--- config.mk ---
export PLATFORM = sky130hd
export DESIGN_NAME = aud_codec_i2s_master
export DESIGN_NICKNAME = d
export VERILOG_FILES = /design/src/rtl/aud_codec_i2s_master.sv
export SDC_FILE = /design/constraint.sdc
export NUM_CORES = 1
export LEC_CHECK = 0
export CORE_MARGIN = 3
export CORE_UTILIZATION = 45
export DETAILED_ROUTE_END_ITERATION = 16
export HOLD_SLACK_MARGIN = 0.08
export PLACE_DENSITY_LB_ADDON = 0.12
export SYNTH_ARGS = -nofsm -noshare
export SYNTH_HDL_FRONTEND = slang
export SYNTH_SLANG_ARGS = --single-unit
--- constraint.sdc ---
create_clock -name i_clk -period 4.7 [get_ports i_clk]
set_input_delay 0.94 -clock i_clk [delete_from_list [all_inputs] [get_ports i_clk]]
set_output_delay 0.94 -clock i_clk [all_outputs]
set_load 0.05 [all_outputs]
--- src/rtl/aud_codec_i2s_master.sv ---
// WM8731-style I2S master codec stand-in: BCLK/LRCK generation, ADC serializer, DAC deserializer.
// Optional macro AUD_I2S_UNDERRUN_HOLD_EN: on underrun resend the previous pair instead of zeros.
module aud_codec_i2s_master #(
   parameter int BCLK_DIV = 2,
   parameter int DATA_W   = 16,
   parameter int SLOT_W   = 32
) (
   input  logic              i_clk,
   input  logic              i_rst_n,
   input  logic              i_en,
   input  logic [DATA_W-1:0] i_adc_left,
   input  logic [DATA_W-1:0] i_adc_right,
   input  logic              i_adc_valid,
   output logic              o_adc_ready,
   output logic              o_bclk,
   output logic              o_adclrck,
   output logic              o_daclrck,
   output logic              o_adcdat,
   input  logic              i_dacdat,
   output logic [DATA_W-1:0] o_dac_left,
   output logic [DATA_W-1:0] o_dac_right,
   output logic              o_dac_valid,
   output logic              o_underrun
);

   localparam int DW = (BCLK_DIV > 1) ? $clog2(BCLK_DIV) : 1;
   localparam int PW = $clog2(SLOT_W);
   localparam logic [DW-1:0] DIV_LAST = DW'(BCLK_DIV - 1);
   localparam logic [PW-1:0] P_LAST   = PW'(SLOT_W - 1);
   localparam logic [PW-1:0] P_DATA   = PW'(DATA_W);

   logic [DW-1:0]     div_cnt;
   logic [PW-1:0]     bit_pos;
   logic              chan;
   logic              run;
   logic              hold_full;
   logic [DATA_W-1:0] hold_l, hold_r;
   logic [DATA_W-1:0] sh_l, sh_r;
   logic [DATA_W-1:0] cap_l, cap_r;
`ifdef AUD_I2S_UNDERRUN_HOLD_EN
   logic [DATA_W-1:0] last_l, last_r;
`endif

   logic tick, bclk_fall, bclk_rise, frame_start, accept, load_full;

   // The first enabled cycle only loads the frame; the divider starts one cycle later
   // so that p=0 of the first slot lasts exactly one BCLK period.
   assign tick        = run && (div_cnt == DIV_LAST);
   assign bclk_fall   = tick & o_bclk;
   assign bclk_rise   = tick & ~o_bclk;
   assign frame_start = i_en & (~run | (bclk_fall & (bit_pos == P_LAST) & chan));
   assign accept      = i_adc_valid & o_adc_ready;
   assign load_full   = frame_start & hold_full;

   assign o_adc_ready = ~hold_full;
   assign o_adclrck   = chan;
   assign o_daclrck   = chan;

   always_ff @(posedge i_clk or negedge i_rst_n) begin
      if (!i_rst_n) begin
         hold_full <= 1'b0;
         hold_l    <= '0;
         hold_r    <= '0;
      end else begin
         if (accept) begin
            hold_l    <= i_adc_left;
            hold_r    <= i_adc_right;
            hold_full <= 1'b1;
         end else if (load_full) begin
            hold_full <= 1'b0;
         end
      end
   end

`ifdef AUD_I2S_UNDERRUN_HOLD_EN
   always_ff @(posedge i_clk or negedge i_rst_n) begin
      if (!i_rst_n) begin
         last_l <= '0;
         last_r <= '0;
      end else if (load_full) begin
         last_l <= hold_l;
         last_r <= hold_r;
      end
   end
`endif

   always_ff @(posedge i_clk or negedge i_rst_n) begin
      if (!i_rst_n) begin
         div_cnt     <= '0;
         bit_pos     <= '0;
         chan        <= 1'b0;
         run         <= 1'b0;
         o_bclk      <= 1'b0;
         o_adcdat    <= 1'b0;
         o_dac_valid <= 1'b0;
         o_underrun  <= 1'b0;
         sh_l        <= '0;
         sh_r        <= '0;
         cap_l       <= '0;
         cap_r       <= '0;
         o_dac_left  <= '0;
         o_dac_right <= '0;
      end else if (!i_en) begin
         div_cnt     <= '0;
         bit_pos     <= '0;
         chan        <= 1'b0;
         run         <= 1'b0;
         o_bclk      <= 1'b0;
         o_adcdat    <= 1'b0;
         o_dac_valid <= 1'b0;
         o_underrun  <= 1'b0;
         cap_l       <= '0;
         cap_r       <= '0;
      end else begin
         run         <= 1'b1;
         o_dac_valid <= 1'b0;
         o_underrun  <= 1'b0;
         if (run) div_cnt <= tick ? '0 : div_cnt + 1'b1;
         if (tick) o_bclk <= ~o_bclk;

         if (frame_start) begin
            o_underrun <= ~hold_full;
            if (hold_full) begin
               sh_l <= hold_l;
               sh_r <= hold_r;
            end else begin
`ifdef AUD_I2S_UNDERRUN_HOLD_EN
               sh_l <= last_l;
               sh_r <= last_r;
`else
               sh_l <= '0;
               sh_r <= '0;
`endif
            end
         end

         // One-bit I2S delay: slot bit p=0 is idle, the sample occupies p=1..DATA_W.
         if (bclk_fall) begin
            if (bit_pos == P_LAST) begin
               bit_pos  <= '0;
               chan     <= ~chan;
               o_adcdat <= 1'b0;
            end else begin
               bit_pos <= bit_pos + 1'b1;
               if (bit_pos < P_DATA) begin
                  if (chan) begin
                     o_adcdat <= sh_r[DATA_W-1];
                     sh_r     <= sh_r << 1;
                  end else begin
                     o_adcdat <= sh_l[DATA_W-1];
                     sh_l     <= sh_l << 1;
                  end
               end else begin
                  o_adcdat <= 1'b0;
               end
            end
         end

         if (bclk_rise && (bit_pos != '0) && (bit_pos <= P_DATA)) begin
            if (chan) cap_r <= {cap_r[DATA_W-2:0], i_dacdat};
            else      cap_l <= {cap_l[DATA_W-2:0], i_dacdat};
            if (chan && (bit_pos == P_DATA)) begin
               o_dac_left  <= cap_l;
               o_dac_right <= {cap_r[DATA_W-2:0], i_dacdat};
               o_dac_valid <= 1'b1;
            end
         end
      end
   end

endmodule
# Word level (Yosys, flattened, before mapping)
# Index checks and enable logic that the tools add are counted.
[totals]
mem_bits_ro = 0
memories = 0
out_inout_bits = 39
regBits = 140
ram_bits = 0
latchBits = 0
inputBits = 37
[op_classes]
n_shift = 0
order_cmp = 2
n_bitwise = 12
n_addsub = 2
reduce_logical = 10
multipliers = 0
eq_ne = 9
mux = 42
div_mod_pow = 0
[ops]
columns = ["op", "n"]
rows = [
  ["two-way mux 16 bit", 15],
  ["two-way mux 15 bit", 3],
  ["two-way mux 1 bit", 21],
  ["two-way mux 5 bit", 3],
  ["inequality test 2 x 1 -> 1 bit (second input constant)", 6],
  ["equality test 5 bit (second input constant)", 2],
  ["bitwise AND 1 bit", 7],
  ["AND reduction 2 bit", 3],
  ["adder 5 x 1 -> 5 bit (second input constant)", 1],
  ["less-or-equal comparator 5 bit (second input constant)", 1],
  ["< comparator 5 bit (second input constant)", 1],
  ["nonzero test 5 bit", 1],
  ["logical AND 1 bit", 4],
  ["inverter 1 bit", 4],
  ["AND reduction 3 bit", 1],
  ["inequality test 2 bit (second input constant)", 1],
  ["nonzero test 2 bit", 1],
  ["adder 1 bit (second input constant)", 1],
  ["bitwise OR 1 bit", 1],
]

# Longest topological paths before layout
[depth]
word_depth = 11
mapped_depth = 9
ltp_nobuf = 7

# Least setup slack after synthesis
# OpenSTA, ideal clock, no wires.
[synth_timing]
path_kind = "in2reg"
startpoint = "in i_en"
endpoint = "reg sh_r[13]"
required_ns = 4.559
n_path_buf = 3
cell_stages = 7
t_arrival_ns = 2.053
slack_ns = 2.505
setup_ns = 0.141
path_cell_list = "buf_2 > nand4_2 > or4_1 > clkbuf_1 > buf_2 > nor2_1 > a211oi_1"
[synth_between]
elab_chain_len = 6
[synth_rtl]
columns = ["element", "line_no", "text"]
rows = [
  ["start: declaration", "10", "input logic i_en,"],
  ["bitwise AND 1 bit", "51", "assign frame_start = i_en & (~run | (bclk_fall & (bit_pos == P_LAST) & chan));"],
  ["two-way mux 16 bit", "121", "if (frame_start) begin"],
  ["two-way mux 16 bit", "146", "if (chan) begin"],
  ["two-way mux 16 bit", "145", "if (bit_pos < P_DATA) begin"],
  ["two-way mux 16 bit", "139", "if (bit_pos == P_LAST) begin"],
  ["two-way mux 16 bit", "138", "if (bclk_fall) begin"],
  ["end signal: assignment", "125", "sh_r <= hold_r;"],
  ["end signal: assignment", "148", "sh_r <= sh_r << 1;"],
  ["end: declaration", "38", "logic [DATA_W-1:0] sh_l, sh_r;"],
]
# Parallel ways exist; a longest one is shown, timed or not.
# A chain may end at the register's enable or synchronous reset.

# Worst setup path in the final report
[layout_timing]
startpoint = "reg hold_full"
endpoint = "out o_adc_ready"
[layout_between]
elab_chain_len = 1
[layout_rtl]
columns = ["element", "line_no", "text"]
rows = [
  ["start: declaration", "36", "logic hold_full;"],
  ["start signal: assignment", "61", "hold_full <= 1'b0;"],
  ["start signal: assignment", "68", "hold_full <= 1'b1;"],
  ["start signal: assignment", "70", "hold_full <= 1'b0;"],
  ["inverter 1 bit", "55", "assign o_adc_ready = ~hold_full;"],
  ["end: declaration", "14", "output logic o_adc_ready,"],
]
# Every way passes these cells.

==> summary.md <==
| Metric | Value |
|---|---|
| Status | `finished clean` |
| DRT antenna net count | `0` |
| RSZ-0062 raised after global routing | `no` |
| PwrDens | `419.6 mW/mm2` |
| Vias after detailed routing | `3674` |
| CTS tree | `done` |
| TNS Setup | `0 ps` |
| I/O pins | `76` |
| Worst slew margin | `0.2634` |
| Met3 Wirelength | `468 um` |
| Largest area contributor in the netlist | `dfrtp_1` |
| Die Span Y | `120.6 um` |
| Final wirelength | `10290 um` |
| Clock transition at path regs | `50 ps` |
| Worst r2r dst | `sh_l[13]` |
| Syn avg cell area | `12.57 um2` |
| Static leakage | `3.327 nW` |
| Setup Fix Bufs, Post-CTS | `0` |
| Unique masters post-synth | `45` |
| Starting density of the core | `0.4644` |
| Detailed-route wire length per cell | `14.41 um` |
| GPL Wtd Cong | `0.7140` |
| Hold Path Class | `flip-flop to flip-flop` |
| Hpwl dp | `6514 um` |
| Post-synth EDFFs | `0` |
| Clock sinks | `140` |
| Congestion Overflow GR | `0` |
| F_max | `295.2 MHz` |
| Min Tclk post-route | `3388 ps` |
| Most frequent cells in the layout | `dfrtp_1, nand2_1, clkdlybuf4s50_1` |
| Area share of the largest cell type after synthesis | `0.5930` |
| Synth Instances | `470` |
| Max VDD drop | `0.0002542 V` |
| CP max-delay cell | `dfrtp_1` |
| DR top layer | `met4` |
| CP max FO | `34` |
| Final hold vios | `0` |
| Worst-skew pair later-pin latency | `410 ps` |
| Final Max Tran Viols | `0` |
| CTS Hold Bufs | `0` |
| Synth Register Bits | `140` |
| Met2 WL | `4828 um` |
| Top_reg_cell synth | `dfrtp_1` |
| Die Span X | `120.6 um` |
| Ys async rst share | `1.000` |
| Drt via density | `5.146` |
| Reg2Reg Launch Point | `bit_pos[0]` |
| CTS max path bufs | `2` |
| Post-synthesis net count | `510` |
| Share of cells above drive strength 1 | `0.1790` |
| Synth warn | `0` |
| Detailed Route Iter0 Violations | `269` |
| Die area | `0.01454 mm2` |
| Reg2reg setup slack | `1850 ps` |
| Sequential share of the synthesized area | `0.5930` |
| Cell area after layout | `0.007206 mm2` |
| Final setup violation count | `0` |
| Critical path endpoint | `o_adc_ready` |
| Total core area | `0.01272 mm2` |
| Pin count of the biggest net entering global routing | `118` |
| Delay of the slowest cell on the worst path | `1070 ps` |
| CP Capture Type | `output port` |
| H-tree levels | `4` |
| Actual slew at the worst max-slew pin | `1105 ps` |
| Global-route wire length before repair | `18000 um` |
| Placed Area | `0.006693 mm2` |
| Total global-route track usage | `0.1543` |
| Vias in the first global route | `3732` |
| Max-cap check violation count | `0` |
| Root buf cell | `clkbuf_16` |
| Design Power | `3.023 mW` |
| CP required | `3760 ps` |
| Syn-to-layout area delta | `21.96%` |
| Hold_ws | `480.7 ps` |
| Synth top area cells | `dfrtp_1, mux2_2, mux2i_1` |
| Most common cell after layout, fill and taps aside | `dfrtp_1` |
| Drt drc | `0` |
| Post-CTS sizing | `0` |
| FP Rows | `41` |
| Wl on met1 | `4822 um` |
| Clock Skew | `5.478 ps` |
| Initial antenna violation count | `0` |
| Port Buffer Count | `75` |
| CP Cell Sequence | `inv_1 -> clkdlybuf4s50_1` |
| Worst Path Arrival | `2450 ps` |
| Final worst path period share | `0.7208` |
| CTS buffer count | `17` |
| R2R cell count | `8` |
| CP Launch Point | `hold_full` |
| Antenna cells | `0` |
| DR pass1 iterations | `4` |
| Synthesized area | `0.005908 mm2` |
| Critical path class | `flip-flop to output port` |
| Final nets | `572` |
| CP startpoint kind | `flip-flop` |
critical path: cells and delay by family (launching register included):
kind | cells | cell delay, ps
flops | 1 | 1070
buf+inv | 2 | 960
per-layer routing:
metal	global-route usage	vias up
met5	0	-
met4	0.06374	0
met2	0.2428	68
met1	0.2032	1814
li1	-	1779
met3	0.04163	13
per-stage QoR:
step,std cells,util,worst slack (ps)
2_1_floorplan,470,-,2505
3_3_place_gp,685,0.5261,1638
3_5_place_dp,685,0.5261,1573
4_1_cts,714,0.5664,1247
5_1_grt,714,0.5664,1102
6_report,714,0.5664,1312
power breakdown:
group	internal (mW)	switching (mW)
registers	1.39	0.121
logic	0.200	0.150
clock network	0.719	0.446
worst min path at each step:
stage,start,endpoint,slack [ps],cells past startpoint
finish,o_dac_left[7],o_dac_left[7],480,1
global route,o_dac_left[9],o_dac_left[9],500,1
detailed placement,o_dac_left[13],o_dac_left[13],470,1
CTS,o_dac_left[13],o_dac_left[13],490,1
global placement,o_dac_left[13],o_dac_left[13],470,1
floorplan,cap_l[10],o_dac_left[10],460,1
synth_stat cells (2+ instances only):
library cell    n
dfrtp_1       140
nand2_1        81
mux2_2         55
mux2i_1        33
nor2_1         20
buf_2          13
o221a_1        13
clkbuf_1       12
nor3_1         12
a211oi_1       11
mux2_1          9
buf_6           6
a21oi_1         5
buf_4           5
o21ai_1         5
a32oi_1         4
inv_1           4
nand3_1         4
ha_1            3
o21ai_0         3
xnor2_1         3
nand3_2         2
nand4_1         2
nor3b_1         2
o221a_2         2
or4_1           2
cell type report:
| cell class | count | area (um2) |
|---|---|---|
| Clock buffer | 27 | 503.0 |
| Clock inverter | 2 | 10.01 |
| Fill cell | 1133 | 5517 |
| Inverter | 5 | 18.77 |
| Multi-Input combinational cell | 288 | 2166 |
| Sequential cell | 140 | 3503 |
| Tap cell | 172 | 215.2 |
| Timing Repair Buffer | 80 | 789.5 |
registers in the layout (all words and copies together) (netlist names):
| name | cells |
|---|---|
| o_underrun | 1 |
| o_adclrck | 1 |
| hold_r | 16 |
| o_bclk | 1 |
| hold_full | 1 |
| run | 1 |
| o_dac_left | 16 |
| sh_r | 16 |
| cap_l | 16 |
| hold_l | 16 |
| sh_l | 16 |
| o_dac_valid | 1 |
| div_cnt | 1 |
| o_adcdat | 1 |
| cap_r | 15 |
| bit_pos | 5 |
| o_dac_right | 16 |
cell families after synthesis:
| group | after synthesis | share of synthesized area |
|---|---|---|
| DFF | 140 | 0.5930 |
| xor gates and xnor gates | 4 | 0.005931 |
| adders and majority gates | 3 | 0.006354 |
| AOI/OAI and AO/OA | 48 | 0.06904 |
| and+or+nand+nor | 136 | 0.1057 |
| muxes | 97 | 0.1779 |
| buffers and inverters | 42 | 0.04214 |
Note: power is estimated with default switching activity, not from simulation.
